===== config.mk =====
export PLATFORM = sky130hd
export DESIGN_NAME = membus_sensor_regfile_flat
export DESIGN_NICKNAME = d
export VERILOG_FILES = /design/src/rtl/membus_sensor_regfile_if.sv /design/src/rtl/membus_sensor_regfile.sv /design/src/flat_wrapper.sv
export SDC_FILE = /design/constraint.sdc
export NUM_CORES = 1
export LEC_CHECK = 0
export CORE_MARGIN = 2
export CORE_UTILIZATION = 50
export CTS_BUF_LIST = sky130_fd_sc_hd__clkbuf_4 sky130_fd_sc_hd__clkbuf_8
export DETAILED_ROUTE_END_ITERATION = 12
export PLACE_DENSITY = 0.81
export SLEW_MARGIN = 20
export SYNTH_ARGS = -nofsm -noshare
export SYNTH_HDL_FRONTEND = slang
export SYNTH_SLANG_ARGS = --single-unit

===== constraint.sdc =====
create_clock -name clk_i -period 1.5 [get_ports clk_i]
set_input_delay 0.225 -clock clk_i [delete_from_list [all_inputs] [get_ports clk_i]]
set_output_delay 0.225 -clock clk_i [all_outputs]
set_load 0.01 [all_outputs]

===== src/rtl/membus_sensor_regfile_if.sv =====
// rtl/membus_sensor_regfile_if.sv - memory-bus request/response bundle between bridge and register bank
interface membus_sensor_regfile_if;
    logic       read_req;
    logic       write_req;
    logic [6:0] addr;
    logic [7:0] wdata;
    logic [7:0] rdata;

    modport master (output read_req, write_req, addr, wdata, input rdata);
    modport slave  (input read_req, write_req, addr, wdata, output rdata);
endinterface


===== src/rtl/membus_sensor_regfile.sv =====
// rtl/membus_sensor_regfile.sv - sensor register bank with atomic 16-bit snapshot reads and data interrupt
module membus_sensor_regfile #(
    parameter logic [7:0] VER_ID   = 8'hA4,
    parameter logic [7:0] CTRL_RST = 8'h01
) (
    input  logic                           clk_i,
    input  logic                           rst_n_i,
    membus_sensor_regfile_if.slave         bus,
    input  logic [15:0]                    co2_value_i,
    input  logic                           co2_valid_i,
    input  logic [15:0]                    pm_value_i,
    input  logic                           pm_valid_i,
    output logic                           sensor_en_o,
    output logic                           irq_o
);
    logic [7:0]  ctrl;
    logic [7:0]  scratch;
    logic [7:0]  sample_cnt;
    logic [7:0]  co2_shadow;
    logic [7:0]  pm_shadow;
    logic [7:0]  rdata;
    logic [3:0]  status;
    logic [15:0] co2_hold;
    logic [15:0] pm_hold;
    logic        irq;

    logic        wr;
    logic        rd;
    logic        co2_acc;
    logic        pm_acc;
    logic        status_rd;
    logic [7:0]  ctrl_n;
    logic [7:0]  rd_mux;
    logic [3:0]  status_clr;
    logic [3:0]  status_n;

    // A write strobe always wins over a coincident read strobe.
    assign wr        = bus.write_req;
    assign rd        = bus.read_req & ~bus.write_req;
    assign co2_acc   = co2_valid_i & ctrl[0];
    assign pm_acc    = pm_valid_i & ctrl[0];
    assign status_rd = rd && (bus.addr == 7'h01);

    // Read data selection; HI bytes come from the shadow, never the live holding register.
    always_comb begin
        rd_mux = 8'h00;
        case (bus.addr)
            7'h00:   rd_mux = VER_ID;
            7'h01:   rd_mux = {4'h0, status};
            7'h02:   rd_mux = ctrl;
            7'h03:   rd_mux = scratch;
            7'h04:   rd_mux = co2_hold[7:0];
            7'h05:   rd_mux = co2_shadow;
            7'h06:   rd_mux = pm_hold[7:0];
            7'h07:   rd_mux = pm_shadow;
            7'h08:   rd_mux = sample_cnt;
            default: rd_mux = 8'h00;
        endcase
    end

    // Next-state for CTRL and STATUS: clear-on-read first, then sample events set on top.
    // Overrun is judged against the post-clear flag so a sample coinciding with the read is a fresh one.
    always_comb begin
        ctrl_n     = (wr && (bus.addr == 7'h02)) ? bus.wdata : ctrl;
        status_clr = status_rd ? 4'h0 : status;
        status_n   = status_clr;
        if (co2_acc) begin
            status_n[0] = 1'b1;
            status_n[2] = status_clr[2] | status_clr[0];
        end
        if (pm_acc) begin
            status_n[1] = 1'b1;
            status_n[3] = status_clr[3] | status_clr[1];
        end
    end

    // Register state, read data capture, sample capture and interrupt.
    always_ff @(posedge clk_i or negedge rst_n_i) begin
        if (!rst_n_i) begin
            ctrl       <= CTRL_RST;
            scratch    <= 8'h00;
            sample_cnt <= 8'h00;
            co2_shadow <= 8'h00;
            pm_shadow  <= 8'h00;
            rdata      <= 8'h00;
            status     <= 4'h0;
            co2_hold   <= 16'h0000;
            pm_hold    <= 16'h0000;
            irq        <= 1'b0;
        end else begin
            ctrl   <= ctrl_n;
            status <= status_n;
            irq    <= ctrl_n[1] & (|status_n);
            if (wr && (bus.addr == 7'h03)) begin
                scratch <= bus.wdata;
            end
            if (rd) begin
                rdata <= rd_mux;
                if (bus.addr == 7'h04) begin
                    co2_shadow <= co2_hold[15:8];
                end
                if (bus.addr == 7'h06) begin
                    pm_shadow <= pm_hold[15:8];
                end
            end
            if (co2_acc) begin
                co2_hold   <= co2_value_i;
                sample_cnt <= sample_cnt + 8'd1;
            end
            if (pm_acc) begin
                pm_hold <= pm_value_i;
            end
        end
    end

    assign bus.rdata   = rdata;
    assign sensor_en_o = ctrl[0];
    assign irq_o       = irq;
endmodule

===== src/flat_wrapper.sv =====
// flat-port wrapper written by rule: the top's interface ports become plain ports
module membus_sensor_regfile_flat 
#(
    parameter logic [7:0] VER_ID   = 8'hA4,
    parameter logic [7:0] CTRL_RST = 8'h01
)
  (clk_i, rst_n_i, co2_value_i, co2_valid_i, pm_value_i, pm_valid_i, sensor_en_o, irq_o, bus_read_req, bus_write_req, bus_addr, bus_wdata, bus_rdata);
  membus_sensor_regfile_if bus_i ();
  input  logic clk_i;
  input  logic rst_n_i;
  input  logic [15:0] co2_value_i;
  input  logic co2_valid_i;
  input  logic [15:0] pm_value_i;
  input  logic pm_valid_i;
  output logic sensor_en_o;
  output logic irq_o;
  input wire logic [$bits(bus_i.read_req)-1:0] bus_read_req;
  input wire logic [$bits(bus_i.write_req)-1:0] bus_write_req;
  input wire logic [$bits(bus_i.addr)-1:0] bus_addr;
  input wire logic [$bits(bus_i.wdata)-1:0] bus_wdata;
  output wire logic [$bits(bus_i.rdata)-1:0] bus_rdata;
  assign bus_i.read_req = bus_read_req;
  assign bus_i.write_req = bus_write_req;
  assign bus_i.addr = bus_addr;
  assign bus_i.wdata = bus_wdata;
  assign bus_rdata = bus_i.rdata;
  membus_sensor_regfile #(.VER_ID(VER_ID), .CTRL_RST(CTRL_RST)) u_core (.clk_i(clk_i), .rst_n_i(rst_n_i), .bus(bus_i), .co2_value_i(co2_value_i), .co2_valid_i(co2_valid_i), .pm_value_i(pm_value_i), .pm_valid_i(pm_valid_i), .sensor_en_o(sensor_en_o), .irq_o(irq_o));
endmodule

### Word level (Yosys, flattened, before mapping)

Cells that the tools add are included.

| storage, ports and cells | value |
|---|---|
| bits in registers | 85 |
| output and inout bits | 10 |

| cells by class | value |
|---|---|
| add/sub/neg operators | 1 |
| equality and inequality tests | 8 |
| multiplexer cells | 7 |
| bitwise operators | 7 |
| reductions and logical operators | 7 |

Operators with widths:

| kind | count |
|---|---|
| $pmux W8 S9 | 1 |
| $eq A7 B3 Y1 const B | 4 |
| $eq A7 B2 Y1 const B | 2 |
| $add A8 B1 Y8 const B | 1 |
| $eq A7 B1 Y1 const B | 1 |
| $eq A7 B4 Y1 const B | 1 |
| $logic_not A7 Y1 | 1 |
| $and A1 B1 Y1 | 4 |
| $mux W1 | 4 |
| $mux W4 | 1 |
| $reduce_and A2 Y1 | 2 |
| $reduce_or A4 Y1 | 1 |
| $logic_and A1 B1 Y1 | 3 |
| $mux W2 | 1 |
| $or A1 B1 Y1 | 2 |
| $not A1 Y1 | 1 |

### Depth between registers and ports, before layout

| logic depth | value |
|---|---|
| word-level depth | 8 |
| depth in mapped cells | 6 |

### Least setup slack after synthesis

No wires, ideal clock.

| timing | value |
|---|---|
| path kind | register to register |
| start | reg u_core.ctrl[0] |
| end | reg u_core.pm_hold[10] |
| data arrival time | 1,502 ps |
| data required time | 1,375 ps |
| slack | -127 ps |
| stages on the path, launching flop included | 5 |
| path buffers | 2 |
| cell sequence | dfstp_2 > clkbuf_1 > nand2_1 > clkbuf_1 > mux2_2 |

| on the way | value |
|---|---|
| longest elaborated chain between the ends | 1 |

Ends and longest elaborated chain:

| item | line | source |
|---|---|---|
| start: declaration | membus_sensor_regfile.sv:16 | `logic [7:0] ctrl;` |
| start signal: assignment | membus_sensor_regfile.sv:91 | `ctrl <= ctrl_n;` |
| $and A1 B1 Y1 | membus_sensor_regfile.sv:41 | `assign pm_acc = pm_valid_i & ctrl[0];` |
| end signal: assignment | membus_sensor_regfile.sv:111 | `pm_hold <= pm_value_i;` |
| end: declaration | membus_sensor_regfile.sv:24 | `logic [15:0] pm_hold;` |

No other way between the ends.
A chain may end at the register's enable or synchronous reset.

### Worst setup path in the final report

| timing | value |
|---|---|
| start | reg u_core.ctrl[0] |
| end | out sensor_en_o |

RTL lines:

| item | line | source |
|---|---|---|
| end: declaration | flat_wrapper.sv:15 | `output logic sensor_en_o;` |

No word-level cell between the ends.

==> results.toml <==
[synthesis]
synth_area_leaders = "dfrtp_1 (55%), mux2_2 (15%), nand2_1 (6.6%)"
yosys.area.top_type_share_pct = 54.5
yosysSeqAreaShare_pct = 55.2
ys_types = 49
netlist_area_um2 = 3860
ys.flop_type = "dfrtp_1"
synthArstFlopShare_pct = 100
yosysTopAreaCell = "dfrtp_1"
synth-edff-count = 0
netlist_top_cells_count = "dfrtp_1 (84), nand2_1 (68), mux2_2 (53)"
synth_nets = 371
synth-seq-cells = 85
syn_avg_cell_area_um2 = 12.2
yosysMostFrequentCell = "dfrtp_1"
syn_inst = 317
synth-warning-count = 0

[flow_run]
drv_cap = 0

[critical_path]
critPathArrivalTime_ns = 1.23
cp_slowest_cell = "dfstp_2"
path_class = "register to output pin"
r2r_setup_slack_ns = 0.06
crit_family = "flip-flops"
r2r_end = "u_core.bus.rdata[6]"
r2r_start = "u_core.pm_hold[6]"
critPathRequiredTime_ns = 1.27
crit_path_start_kind = "register"
crit_chain = "dlygate4sd2_1"
cpPeakStageDelay_ns = 0.60
r2r_cells = 4
crit_fanout = 5
crit_buf_inv = 1
crit_path_end_kind = "output pin"

[layout]
n_antenna_cell = 0
num-fill-cells = 567
finalNetCount = 477
drive_gt1_share_pct = 31.3
syn2layout_area_growth_pct = 34.9
fin_area_um2 = 5200

[pwr]
max-vdd-ir-drop_uv = 1020
power_uw = 5990
p_per_area_nw_per_um2 = 1150
p_leak_uw = 0.00251

[cts]
cts.clk_slew.worst_paths_ns = 0.08
cts.sinks = 85
htreeDepth = 3
clk_path_buf_depth = 2
cts_buffers = 9
cts_tree = "done"
clk_latency_ns = 0.36
ctsRootBufferMaster = "clkbuf_8"

[drt]
vias = 2893
drt_iter0_drc = 135
ant_nets = 0
route.detailed.wl_per_inst_um = 16.8
drt-pass1-iter-count = 5
routed_wl_mm = 8.93
drc = 0
detail_route.vias_per_cell = 5.46

[timing]
hold-worst-slack_ns = 0.394
finalSetupViolCount = 0
period_minus_slack_ns = 1.46
max_slew.worst_pin.slew_ns = 0.458
setup_tns_ns = 0
slew_viol_final = 0
fin_crit_sh_pct = 97.0
rsz0062_at_grt = "no"
finalHoldViolCount = 0
fin_skew_ns = 0.0144
setup_ws_ns = 0.0447
fmax_mhz = 687
relSlewSlack_pct = 69.5

[grt]
gr-total-overflow = 0
grt_pass1_wl_mm = 14.9
antenna_found_initial = 0
grt_util_all_layers_pct = 22.9
grt_start_max_net_pins = 86
grt_pass1_vias = 2998

[outcome]
outcome = "completed"

[min_path]
min_to = "u_core.co2_hold[5]"
min-delay-start = "co2_value_i[5]"
worstHoldPathType = "input pin to register"
holdPathStages = 3

[die]
rows = 32
dieArea_um2 = 8430
die_h_um = 91.8
dieWidth_um = 91.8
initial_core_util_pct = 50.7
io_pins = 63
coreArea_um2 = 7610

[placement]
post_dp_cell_area_um2 = 4920
dp_slack_ns = -0.555
portBuffers = 62
gp_congestion = 0.911
dpl.hpwl_mm = 6.66
-- layout by cell type, fill, tap and decap left out, types with 2 or more instances in the layout --
cell,n
nor3b_1,2
clkdlybuf4s50_1,45
nand2b_1,2
a22o_1,5
mux2_2,52
nor2_1,10
o22ai_1,4
dfrtp_1,84
a211oi_1,2
nand2_2,2
nand3_4,2
dlymetal6s2s_1,4
clkbuf_8,9
nor2b_1,5
a22oi_1,4
nor3_1,2
clkinvlp_4,2
a21oi_1,6
inv_6,2
nand2_1,66
nand4_1,6
mux2i_1,4
a211o_1,2
mux4_2,6
buf_4,42
o21ai_0,2
or3_4,2
xnor2_1,6
buf_12,4
dlygate4sd2_1,12
bufinv_16,2
-- through the flow --
step | utilization [%] | instances
2_1_floorplan | - | 317
3_3_place_gp | 64.6 | 509
3_5_place_dp | 64.6 | 509
4_1_cts | 68.1 | 529
5_1_grt | 68.4 | 530
6_report | 68.4 | 530
-- kinds of logic (layout without fill, tap and decap cells) --
logic type	count (synthesis)	count (layout)	synth area share, %
AOI/OAI and AO/OA	37	37	7.04
muxes	63	63	20.0
buffers and inverters	14	125	1.75
xor gates and xnor gates	7	7	1.59
DFF	85	85	55.2
and+or+nand+nor	110	110	14.1
adders and majority gates	1	1	0.324
-- final cells by class --
type / count / area (um^2) / share of cell area, %
clock buffers: 9 / 124 / 2.38
repair buffers: 109 / 1020 / 19.7
well taps: 102 / 128 / 2.45
multi-input cells: 218 / 1700 / 32.7
flip-flops and latches: 85 / 2130 / 40.9
clock inverters: 7 / 97.6 / 1.88
-- routing by layer --
metal	global-route usage [%]	vias up	wire length [um]
met3	5.59	18	378
met1	31.3	1450	4070
li1	-	1352	-
met5	0	-	0
met2	35.9	73	4300
met4	7.96	0	182
-- worst max path at each step --
stage | start | endpoint | slack [ns] | cells past startpoint
3_3_place_gp | bus_addr[6] | u_core.bus.rdata[7] | -0.51 | 6
4_1_cts | u_core.bus.rdata[5] | bus_rdata[5] | 0.001 | 1
3_5_place_dp | bus_addr[6] | u_core.scratch[5] | -0.56 | 5
5_1_grt | u_core.pm_hold[6] | u_core.bus.rdata[6] | 0.005 | 4
2_1_floorplan | bus_addr[6] | u_core.scratch[0] | -0.06 | 5
6_report | u_core.ctrl[0] | sensor_en_o | 0.04 | 1
-- sequential cells by signal, summed over array words and instances, names as in the netlist --
name	cells
u_core.bus.rdata	8
u_core.co2_hold	16
u_core.co2_shadow	8
u_core.ctrl	8
u_core.irq_o	1
u_core.pm_hold	16
u_core.pm_shadow	8
u_core.sample_cnt	8
u_core.scratch	8
u_core.status	4
-- worst register-to-register path, delay by kind of cell, from the launching register on --
kind / cells / cell delay (ns)
simple gates: 1 / 0.09
mux: 1 / 0.51
compound gates: 2 / 0.34
flops: 1 / 0.40
-- where the power goes --
| part | internal (uW) | switching [uW] |
|---|---|---|
| clock | 946 | 863 |
| combinational | 635 | 451 |
| sequential | 2750 | 340 |
-- timing repair --
| action | 4_1_cts | 5_1_grt |
|---|---|---|
| hold endpoints to repair | 84 | 0 |
| endpoints found under the setup margin | 44 | 7 |
| gates resized for setup | 18 | 5 |
| buffers inserted | 3 | 1 |
| pin swaps | 5 | 2 |
| hold buffers | 1 | 0 |
Power figures use the tool's default switching activity.
